File: src/rtl/lcd_seq_pkg.sv
// Shared definitions for the TFT panel power sequencer: state encoding,
// enable-set decoding and the default delay constants.
package lcd_seq_pkg;

   // Default timing: 1 ms ticks at 100 MHz, step delays in ticks.
   localparam int unsigned DEF_PRESCALE = 100000;
   localparam int unsigned DEF_T_PWR    = 20;
   localparam int unsigned DEF_T_DE     = 10;
   localparam int unsigned DEF_T_DISP   = 10;
   localparam int unsigned DEF_T_RGB    = 200;

   localparam int unsigned TICK_CNT_W   = 16;

   // Sequencer states; the debug port exposes this encoding directly.
   typedef enum logic [3:0] {
      ST_OFF     = 4'd0,
      ST_UP_PWR  = 4'd1,
      ST_UP_DE   = 4'd2,
      ST_UP_DISP = 4'd3,
      ST_UP_RGB  = 4'd4,
      ST_ON      = 4'd5,
      ST_DN_RGB  = 4'd6,
      ST_DN_DISP = 4'd7,
      ST_DN_DE   = 4'd8,
      ST_DN_PWR  = 4'd9
   } state_t;

   // Panel enable set, in power-up order.
   typedef struct packed {
      logic tft;
      logic de;
      logic disp;
      logic rgb;
      logic led;
   } enables_t;

   // Enable set held in each state. Each DN state mirrors the UP state
   // with the same rails, which is what makes an abort glitch-free.
   function automatic enables_t state_enables(input state_t st);
      enables_t en;
      en = '0;
      case (st)
         ST_UP_PWR, ST_DN_PWR: begin
            en.tft = 1'b1;
         end
         ST_UP_DE, ST_DN_DE: begin
            en.tft = 1'b1;
            en.de  = 1'b1;
         end
         ST_UP_DISP, ST_DN_DISP: begin
            en.tft  = 1'b1;
            en.de   = 1'b1;
            en.disp = 1'b1;
         end
         ST_UP_RGB, ST_DN_RGB: begin
            en.tft  = 1'b1;
            en.de   = 1'b1;
            en.disp = 1'b1;
            en.rgb  = 1'b1;
         end
         ST_ON: begin
            en.tft  = 1'b1;
            en.de   = 1'b1;
            en.disp = 1'b1;
            en.rgb  = 1'b1;
            en.led  = 1'b1;
         end
         default: begin
            en = '0;
         end
      endcase
      return en;
   endfunction

   // True for every transitional (UP_x / DN_x) state.
   function automatic logic state_busy(input state_t st);
      logic b;
      case (st)
         ST_UP_PWR, ST_UP_DE, ST_UP_DISP, ST_UP_RGB,
         ST_DN_RGB, ST_DN_DISP, ST_DN_DE, ST_DN_PWR: b = 1'b1;
         default:                                    b = 1'b0;
      endcase
      return b;
   endfunction

endpackage

File: src/rtl/lcd_power_seq_if.sv
// Request/status bundle between board control logic and the panel
// power sequencer.
interface lcd_power_seq_if;
   import lcd_seq_pkg::*;

   logic   start;
   logic   stop;
   logic   TFT_en;
   logic   de_en;
   logic   disp_en;
   logic   rgb_en;
   logic   led_en;
   logic   ready;
   logic   busy;
   state_t state;

   // Board-side controller issuing requests.
   modport master (
      output start, stop,
      input  TFT_en, de_en, disp_en, rgb_en, led_en, ready, busy, state
   );

   // Sequencer side.
   modport slave (
      input  start, stop,
      output TFT_en, de_en, disp_en, rgb_en, led_en, ready, busy, state
   );

endinterface

File: src/rtl/tick_gen.sv
// Delay-tick prescaler: divides the system clock by PRESCALE and emits a
// one-cycle tick on the last count. A synchronous clear restarts the
// division so every step dwell starts from a fresh prescaler phase.
module tick_gen #(
   parameter int unsigned PRESCALE = 4
) (
   input  logic Clk,
   input  logic rst,
   input  logic clr,
   output logic tick
);

   localparam int unsigned   PW     = $clog2(PRESCALE);
   localparam logic [PW-1:0] P_LAST = PW'(PRESCALE - 1);

   logic [PW-1:0] presc_r;

   // Prescaler count, wrapping at PRESCALE-1 and cleared on request.
   always_ff @(posedge Clk) begin
      if (rst || clr) begin
         presc_r <= '0;
      end else if (presc_r == P_LAST) begin
         presc_r <= '0;
      end else begin
         presc_r <= presc_r + PW'(1);
      end
   end

   assign tick = (presc_r == P_LAST);

endmodule

File: src/rtl/lcd_power_seq.sv
// Request-driven power sequencer for the 480x272 TFT panel. Brings the
// panel rails up in order (supply, DE gate, DISP, RGB, backlight) with
// programmable inter-step delays and tears them down in reverse.
module lcd_power_seq
   import lcd_seq_pkg::*;
#(
   parameter int unsigned PRESCALE = DEF_PRESCALE,
   parameter int unsigned T_PWR    = DEF_T_PWR,
   parameter int unsigned T_DE     = DEF_T_DE,
   parameter int unsigned T_DISP   = DEF_T_DISP,
   parameter int unsigned T_RGB    = DEF_T_RGB
) (
   input  logic        Clk,
   input  logic        rst,
   lcd_power_seq_if.slave bus
);

   // Last tick index of each step; the step ends on the tick that brings
   // the count to T-1.
   localparam logic [TICK_CNT_W-1:0] T_PWR_LAST  = TICK_CNT_W'(T_PWR - 1);
   localparam logic [TICK_CNT_W-1:0] T_DE_LAST   = TICK_CNT_W'(T_DE - 1);
   localparam logic [TICK_CNT_W-1:0] T_DISP_LAST = TICK_CNT_W'(T_DISP - 1);
   localparam logic [TICK_CNT_W-1:0] T_RGB_LAST  = TICK_CNT_W'(T_RGB - 1);

   state_t                  state_r;
   state_t                  next_state_s;
   enables_t                en_r;
   logic                    ready_r;
   logic                    busy_r;
   logic [TICK_CNT_W-1:0]   tick_cnt_r;
   logic [TICK_CNT_W-1:0]   step_last_s;
   logic                    tick_s;
   logic                    step_done_s;
   logic                    state_change_s;

   assign state_change_s = (next_state_s != state_r);

   tick_gen #(
      .PRESCALE (PRESCALE)
   ) u_tick_gen (
      .Clk  (Clk),
      .rst  (rst),
      .clr  (state_change_s),
      .tick (tick_s)
   );

   // Select the delay of the current step; mirrored DN steps share the
   // value of their UP counterpart.
   always_comb begin
      step_last_s = '0;
      case (state_r)
         ST_UP_PWR,  ST_DN_PWR:  step_last_s = T_PWR_LAST;
         ST_UP_DE,   ST_DN_DE:   step_last_s = T_DE_LAST;
         ST_UP_DISP, ST_DN_DISP: step_last_s = T_DISP_LAST;
         ST_UP_RGB,  ST_DN_RGB:  step_last_s = T_RGB_LAST;
         default:                step_last_s = '0;
      endcase
   end

   assign step_done_s = tick_s && (tick_cnt_r == step_last_s);

   // Tick counter: restarts on every state change, only counts while a
   // step is in progress so it never wraps while parked in OFF or ON.
   always_ff @(posedge Clk) begin
      if (rst || state_change_s) begin
         tick_cnt_r <= '0;
      end else if (busy_r && tick_s) begin
         tick_cnt_r <= tick_cnt_r + TICK_CNT_W'(1);
      end else begin
         tick_cnt_r <= tick_cnt_r;
      end
   end

   // Next-state logic: stop aborts an UP step into the DN step holding
   // the same rails; DN steps always run through to OFF.
   always_comb begin
      next_state_s = state_r;
      case (state_r)
         ST_OFF: begin
            if (bus.start && !bus.stop) next_state_s = ST_UP_PWR;
            else                        next_state_s = ST_OFF;
         end
         ST_UP_PWR: begin
            if (bus.stop)         next_state_s = ST_DN_PWR;
            else if (step_done_s) next_state_s = ST_UP_DE;
            else                  next_state_s = ST_UP_PWR;
         end
         ST_UP_DE: begin
            if (bus.stop)         next_state_s = ST_DN_DE;
            else if (step_done_s) next_state_s = ST_UP_DISP;
            else                  next_state_s = ST_UP_DE;
         end
         ST_UP_DISP: begin
            if (bus.stop)         next_state_s = ST_DN_DISP;
            else if (step_done_s) next_state_s = ST_UP_RGB;
            else                  next_state_s = ST_UP_DISP;
         end
         ST_UP_RGB: begin
            if (bus.stop)         next_state_s = ST_DN_RGB;
            else if (step_done_s) next_state_s = ST_ON;
            else                  next_state_s = ST_UP_RGB;
         end
         ST_ON: begin
            if (bus.stop) next_state_s = ST_DN_RGB;
            else          next_state_s = ST_ON;
         end
         ST_DN_RGB: begin
            if (step_done_s) next_state_s = ST_DN_DISP;
            else             next_state_s = ST_DN_RGB;
         end
         ST_DN_DISP: begin
            if (step_done_s) next_state_s = ST_DN_DE;
            else             next_state_s = ST_DN_DISP;
         end
         ST_DN_DE: begin
            if (step_done_s) next_state_s = ST_DN_PWR;
            else             next_state_s = ST_DN_DE;
         end
         ST_DN_PWR: begin
            if (step_done_s) next_state_s = ST_OFF;
            else             next_state_s = ST_DN_PWR;
         end
         default: begin
            next_state_s = ST_OFF;
         end
      endcase
   end

   // State and status registers. Outputs are decoded from the next state
   // and registered alongside it, so they always match the state register
   // and carry no combinational path from the request inputs.
   always_ff @(posedge Clk) begin
      if (rst) begin
         state_r <= ST_OFF;
         en_r    <= '0;
         ready_r <= 1'b0;
         busy_r  <= 1'b0;
      end else begin
         state_r <= next_state_s;
         en_r    <= state_enables(next_state_s);
         ready_r <= (next_state_s == ST_ON);
         busy_r  <= state_busy(next_state_s);
      end
   end

   assign bus.TFT_en  = en_r.tft;
   assign bus.de_en   = en_r.de;
   assign bus.disp_en = en_r.disp;
   assign bus.rgb_en  = en_r.rgb;
   assign bus.led_en  = en_r.led;
   assign bus.ready   = ready_r;
   assign bus.busy    = busy_r;
   assign bus.state   = state_r;

endmodule

File: src/flat_wrapper.sv
// flat-port wrapper written by rule: the top's interface ports become plain ports
module lcd_power_seq_flat import lcd_seq_pkg::*;
#(
   parameter int unsigned PRESCALE = DEF_PRESCALE,
   parameter int unsigned T_PWR    = DEF_T_PWR,
   parameter int unsigned T_DE     = DEF_T_DE,
   parameter int unsigned T_DISP   = DEF_T_DISP,
   parameter int unsigned T_RGB    = DEF_T_RGB
)
  (Clk, rst, bus_start, bus_stop, bus_TFT_en, bus_de_en, bus_disp_en, bus_rgb_en, bus_led_en, bus_ready, bus_busy, bus_state);
  lcd_power_seq_if bus_i ();
  input  logic Clk;
  input  logic rst;
  input wire logic [$bits(bus_i.start)-1:0] bus_start;
  input wire logic [$bits(bus_i.stop)-1:0] bus_stop;
  output wire logic [$bits(bus_i.TFT_en)-1:0] bus_TFT_en;
  output wire logic [$bits(bus_i.de_en)-1:0] bus_de_en;
  output wire logic [$bits(bus_i.disp_en)-1:0] bus_disp_en;
  output wire logic [$bits(bus_i.rgb_en)-1:0] bus_rgb_en;
  output wire logic [$bits(bus_i.led_en)-1:0] bus_led_en;
  output wire logic [$bits(bus_i.ready)-1:0] bus_ready;
  output wire logic [$bits(bus_i.busy)-1:0] bus_busy;
  output wire logic [$bits(bus_i.state)-1:0] bus_state;
  assign bus_i.start = bus_start;
  assign bus_i.stop = bus_stop;
  assign bus_TFT_en = bus_i.TFT_en;
  assign bus_de_en = bus_i.de_en;
  assign bus_disp_en = bus_i.disp_en;
  assign bus_rgb_en = bus_i.rgb_en;
  assign bus_led_en = bus_i.led_en;
  assign bus_ready = bus_i.ready;
  assign bus_busy = bus_i.busy;
  assign bus_state = bus_i.state;
  lcd_power_seq #(.PRESCALE(PRESCALE), .T_PWR(T_PWR), .T_DE(T_DE), .T_DISP(T_DISP), .T_RGB(T_RGB)) u_core (.Clk(Clk), .rst(rst), .bus(bus_i));
endmodule
File: config.mk
export PLATFORM = sky130hd
export DESIGN_NAME = lcd_power_seq_flat
export DESIGN_NICKNAME = d
export VERILOG_FILES = /design/src/rtl/lcd_seq_pkg.sv /design/src/rtl/lcd_power_seq_if.sv /design/src/rtl/tick_gen.sv /design/src/rtl/lcd_power_seq.sv /design/src/flat_wrapper.sv
export SDC_FILE = /design/constraint.sdc
export NUM_CORES = 1
export LEC_CHECK = 0
export ABC_AREA = 1
export BUFFER_PORTS_ARGS = -buffer_cell sky130_fd_sc_hd__buf_2
export CORE_MARGIN = 2
export CORE_UTILIZATION = 40
export CTS_CLUSTER_SIZE = 25
export DETAILED_ROUTE_END_ITERATION = 10
export SLEW_MARGIN = 20
export SYNTH_ARGS = -nofsm -noshare
export SYNTH_HDL_FRONTEND = slang
export SYNTH_SLANG_ARGS = --single-unit
File: constraint.sdc
create_clock -name Clk -period 2.4 [get_ports Clk]
set_input_delay 0.24 -clock Clk [delete_from_list [all_inputs] [get_ports Clk]]
set_output_delay 0.24 -clock Clk [all_outputs]
set_load 0.01 [all_outputs]
==> run_results.csv <==
group,metric,value,unit
final_layout,area_growth,16.6,%
yosys,synth_top_family_by_area,"simple AND/OR/NAND/NOR gates",
final_layout,final_nets,416,
drt,ant_nets,0,
yosys,syn_area,2740,µm²
sta,finClkSkew,7.54,ps
global_routing,grt_pass1_vias,2167,
cts,post_cts_hold_buffer_count,0,
critical_path,cp_cell_sequence,"ha_4, nand3_4, inv_2, nand3_4, nor2_8, nand3_4, nand2_2, nand3_2, nor2_4, nand2_4, nand2_2, nand2_2, nor2_4, nand3_4, clkbuf_16, nor2_4",
placement,place_congestion,0.889,
yosys,synthMuxAreaShare,0,%
drt,drt-total-wl,5540,µm
sta,final_hold_viol_count,0,
drt,wl_per_cell,11.3,µm
global_routing,grt_pass1_wl,9600,µm
critical_path,rrSetupSlack,180,ps
drt,via_count,2320,
placement,place_inst,479,
drt,drc,0,
power_and_ir_drop,power,1.73,mW
yosys,yosys.area.top_type,"dfxtp_1",
yosys,netlist_instances,380,
run,maxCapViolCount,0,
critical_path,crit_path_start_kind,"register",
global_routing,track_usage,15.8,%
drt,drt-initial-drc-count,108,
worst_hold_path,min_delay_path_depth,2,
worst_hold_path,min_from,"rst",
yosys,synth_nets,386,
die,row_count,30,
drt,dr.pass1.iters,4,
power_and_ir_drop,p_comb_share,16.6,%
die,io-pin-count,15,
final_layout,final_util,47.5,%
placement,dpl_worst_slack,63.6,ps
critical_path,cp.arrival,2470,ps
sta,setup_viol,0,
yosys,yosys_warnings,0,
die,initial_core_util,40.7,%
power_and_ir_drop,ir_drop,0.276,mV
yosys,synth-compound-area-share,4.48,%
sta,max_slew.worst_pin.slew,429,ps
die,dieArea,7520,µm²
power_and_ir_drop,power.density,543,nW/µm²
power_and_ir_drop,p_leak,1.41,nW
critical_path,critical_path_class,"reg -> reg",
cts,clockRootBuffer,"clkbuf_8",
drt,via_per_inst,4.73,
placement,portBuffers,14,
global_routing,grt_start_max_net_pins,18,
global_routing,overflow,0,
yosys,seq_area_frac_synth,35.1,%
worst_hold_path,min_to,"u_core.bus.state[1]",
sta,fin_crit,2220,ps
cts,htreeDepth,2,
sta,setup_ws,178,ps
critical_path,critPathMaxFanout,8,
sta,max_freq,0.450,GHz
sta,fin_tns_setup,0,ps
global_routing,antenna_found_initial,0,
placement,hpwl,4150,µm
power_and_ir_drop,seqPwrFrac,48.8,%
yosys,synthAdderAreaFrac,0.914,%
yosys,synth.area.top_cells,"dfxtp_1, nand2_1, nor2_1",
die,fp.dieW,86.7,µm
final_layout,final_cells,491,
power_and_ir_drop,power.switching,0.483,mW
final_layout,diodes,0,
power_and_ir_drop,internal-power,1.25,mW
final_layout,drive_gt1_share,23.8,%
yosys,synth.avg_cell_area,7.20,µm²
sta,final_max_slew_viol_count,0,
cts,clkLatencyLatePin,310,ps
power_and_ir_drop,power.share.clock,34.6,%
outcome,status,"finished clean",
sta,maxSlewHeadroom,71.1,%
worst_hold_path,hold_path_class,"in -> reg",
critical_path,reg2reg_depth,16,
yosys,synth_xor_area_share,9.28,%
die,core_area,6720,µm²
cts,clk_pin_slew,90,ps
critical_path,crit_path_max_incr_delay,370,ps
critical_path,critPathSlowestCell,"dfxtp_4",
critical_path,worst_ep_required_time,2650,ps
critical_path,r2r_start,"u_core.u_tick_gen.presc_r[0]",
power_and_ir_drop,swShare,27.9,%
cts,cts_tree,"done",
critical_path,rr_endpoint,"u_core.u_tick_gen.presc_r[15]",
cts,clock_sinks,48,
yosys,yosys.area_share.simple,40.1,%
yosys,synth_top_area_share,35.1,%
critical_path,setup.worst_path.end_class,"register",
yosys,synth.distinct_cells,32,
critical_path,path_common_cell,"nand3_4",
cts,clock_tree.buffer_depth,2,
sta,min_period_over_period,92.6,%
yosys,ys_ff_latch,48,
cts,numCtsBuffers,5,
die,die_h,86.7,µm
-- state kept, by name (all words and copies together) (netlist names) --
name,cells
u_core.bus.busy,1
u_core.bus.rgb_en,1
u_core.bus.state,4
u_core.bus.ready,1
u_core.step_last_s,5
u_core.bus.de_en,1
u_core.tick_cnt_r,16
u_core.u_tick_gen.presc_r,17
u_core.bus.disp_en,1
u_core.bus.TFT_en,1
-- how the worst max path moves through the flow --
stage	startpoint	to	slack [ps]
after detailed placement	u_core.u_tick_gen.presc_r[0]	u_core.u_tick_gen.presc_r[6]	60
final	u_core.u_tick_gen.presc_r[0]	u_core.u_tick_gen.presc_r[15]	180
after floorplan	u_core.u_tick_gen.presc_r[0]	u_core.u_tick_gen.presc_r[16]	290
after global routing	u_core.tick_cnt_r[4]	u_core.u_tick_gen.presc_r[16]	-10
after CTS	u_core.u_tick_gen.presc_r[0]	u_core.u_tick_gen.presc_r[6]	50
after global placement	u_core.u_tick_gen.presc_r[0]	u_core.u_tick_gen.presc_r[0]	170
-- cells by family (layout without fill, tap and decap cells) --
kind of cell             count (synthesis)  in the layout
AO/OA/AOI/OAI                           21             21
XOR/XNOR                                29             29
adder cells (fa/ha/maj)                  2              2
buffers and inverters                   68             99
flip-flops                              48             48
AND/OR/NAND/NOR                        212            212
-- routing by layer --
| layer | track usage (%) | up-vias | part of all wire, % |
|---|---|---|---|
| li1 | - | 1252 | - |
| met1 | 21.5 | 1025 | 49 |
| met2 | 25.5 | 36 | 46 |
| met3 | 2.86 | 7 | 3.4 |
| met4 | 5.26 | 0 | 1.4 |
| met5 | 0 | - | 0 |
-- stage by stage --
step / hold WS (ps) / cell area (µm²)
finish: 214 / 3190
global route: 214 / 3190
CTS: 192 / 3060
detailed placement: 455 / 2940
global placement: 426 / 2940
floorplan: 342 / 2740
-- repair_timing --
action,in CTS,in global routing
setup endpoints to repair,0,30
resized for setup,0,29
buffers inserted,0,3
-- Yosys cell counts, drive strengths merged --
library cell	n
inv	66
o21bai	1
xor2	24
nand4	8
nand2	68
nor4	3
nor3	16
a21oi	6
nand3	31
dfxtp	48
a21boi	1
o21ai	10
ha	2
nor2	78
xnor2	5
and3	8
o211ai	1
a31oi	2
buf	2
-- placed cells by master (no fill, tap or decap), types with 2 or more instances in the layout --
cell type / n
clkbuf_8: 5
xor2_1: 24
buf_2: 14
a31oi_1: 2
dfxtp_2: 10
and3_2: 5
nor2_1: 54
nand3_2: 2
nor4_1: 3
nand2_2: 5
nand3_4: 4
nor2_4: 15
nand3_1: 25
xnor2_1: 5
nor2_2: 8
buf_4: 9
nor3_1: 14
inv_1: 58
and3_1: 3
nand2_1: 62
a21oi_1: 5
nand4_1: 8
o21ai_0: 8
dfxtp_1: 37
inv_2: 8
-- area by class of cell --
class | count | area (µm²)
Clock buffer | 5 | 68.8
Sequential cell | 48 | 977
Tap cell | 80 | 100
Clock inverter | 3 | 46.3
Inverter | 66 | 248
Timing Repair Buffer | 25 | 183
Multi-Input combinational cell | 264 | 1570
Fill cell | 662 | 3530
-- critical path, delay by kind of cell (launching register included) --
kind,cells,cell delay [ps]
simple gates,13,1330
flops,1,370
buf+inv,2,300
fa+ha+maj,1,150
-- power groups by stage --
stage                     clock, mW  combinational [mW]  sequential (mW)
after floorplan                   0               0.177            0.858
after global placement            0               0.241            0.858
after detailed placement          0               0.246            0.858
after CTS                     0.624               0.247            0.839
after global routing          0.647               0.320            0.848
final                         0.599               0.288            0.844
(Power assumes the default switching activity.)
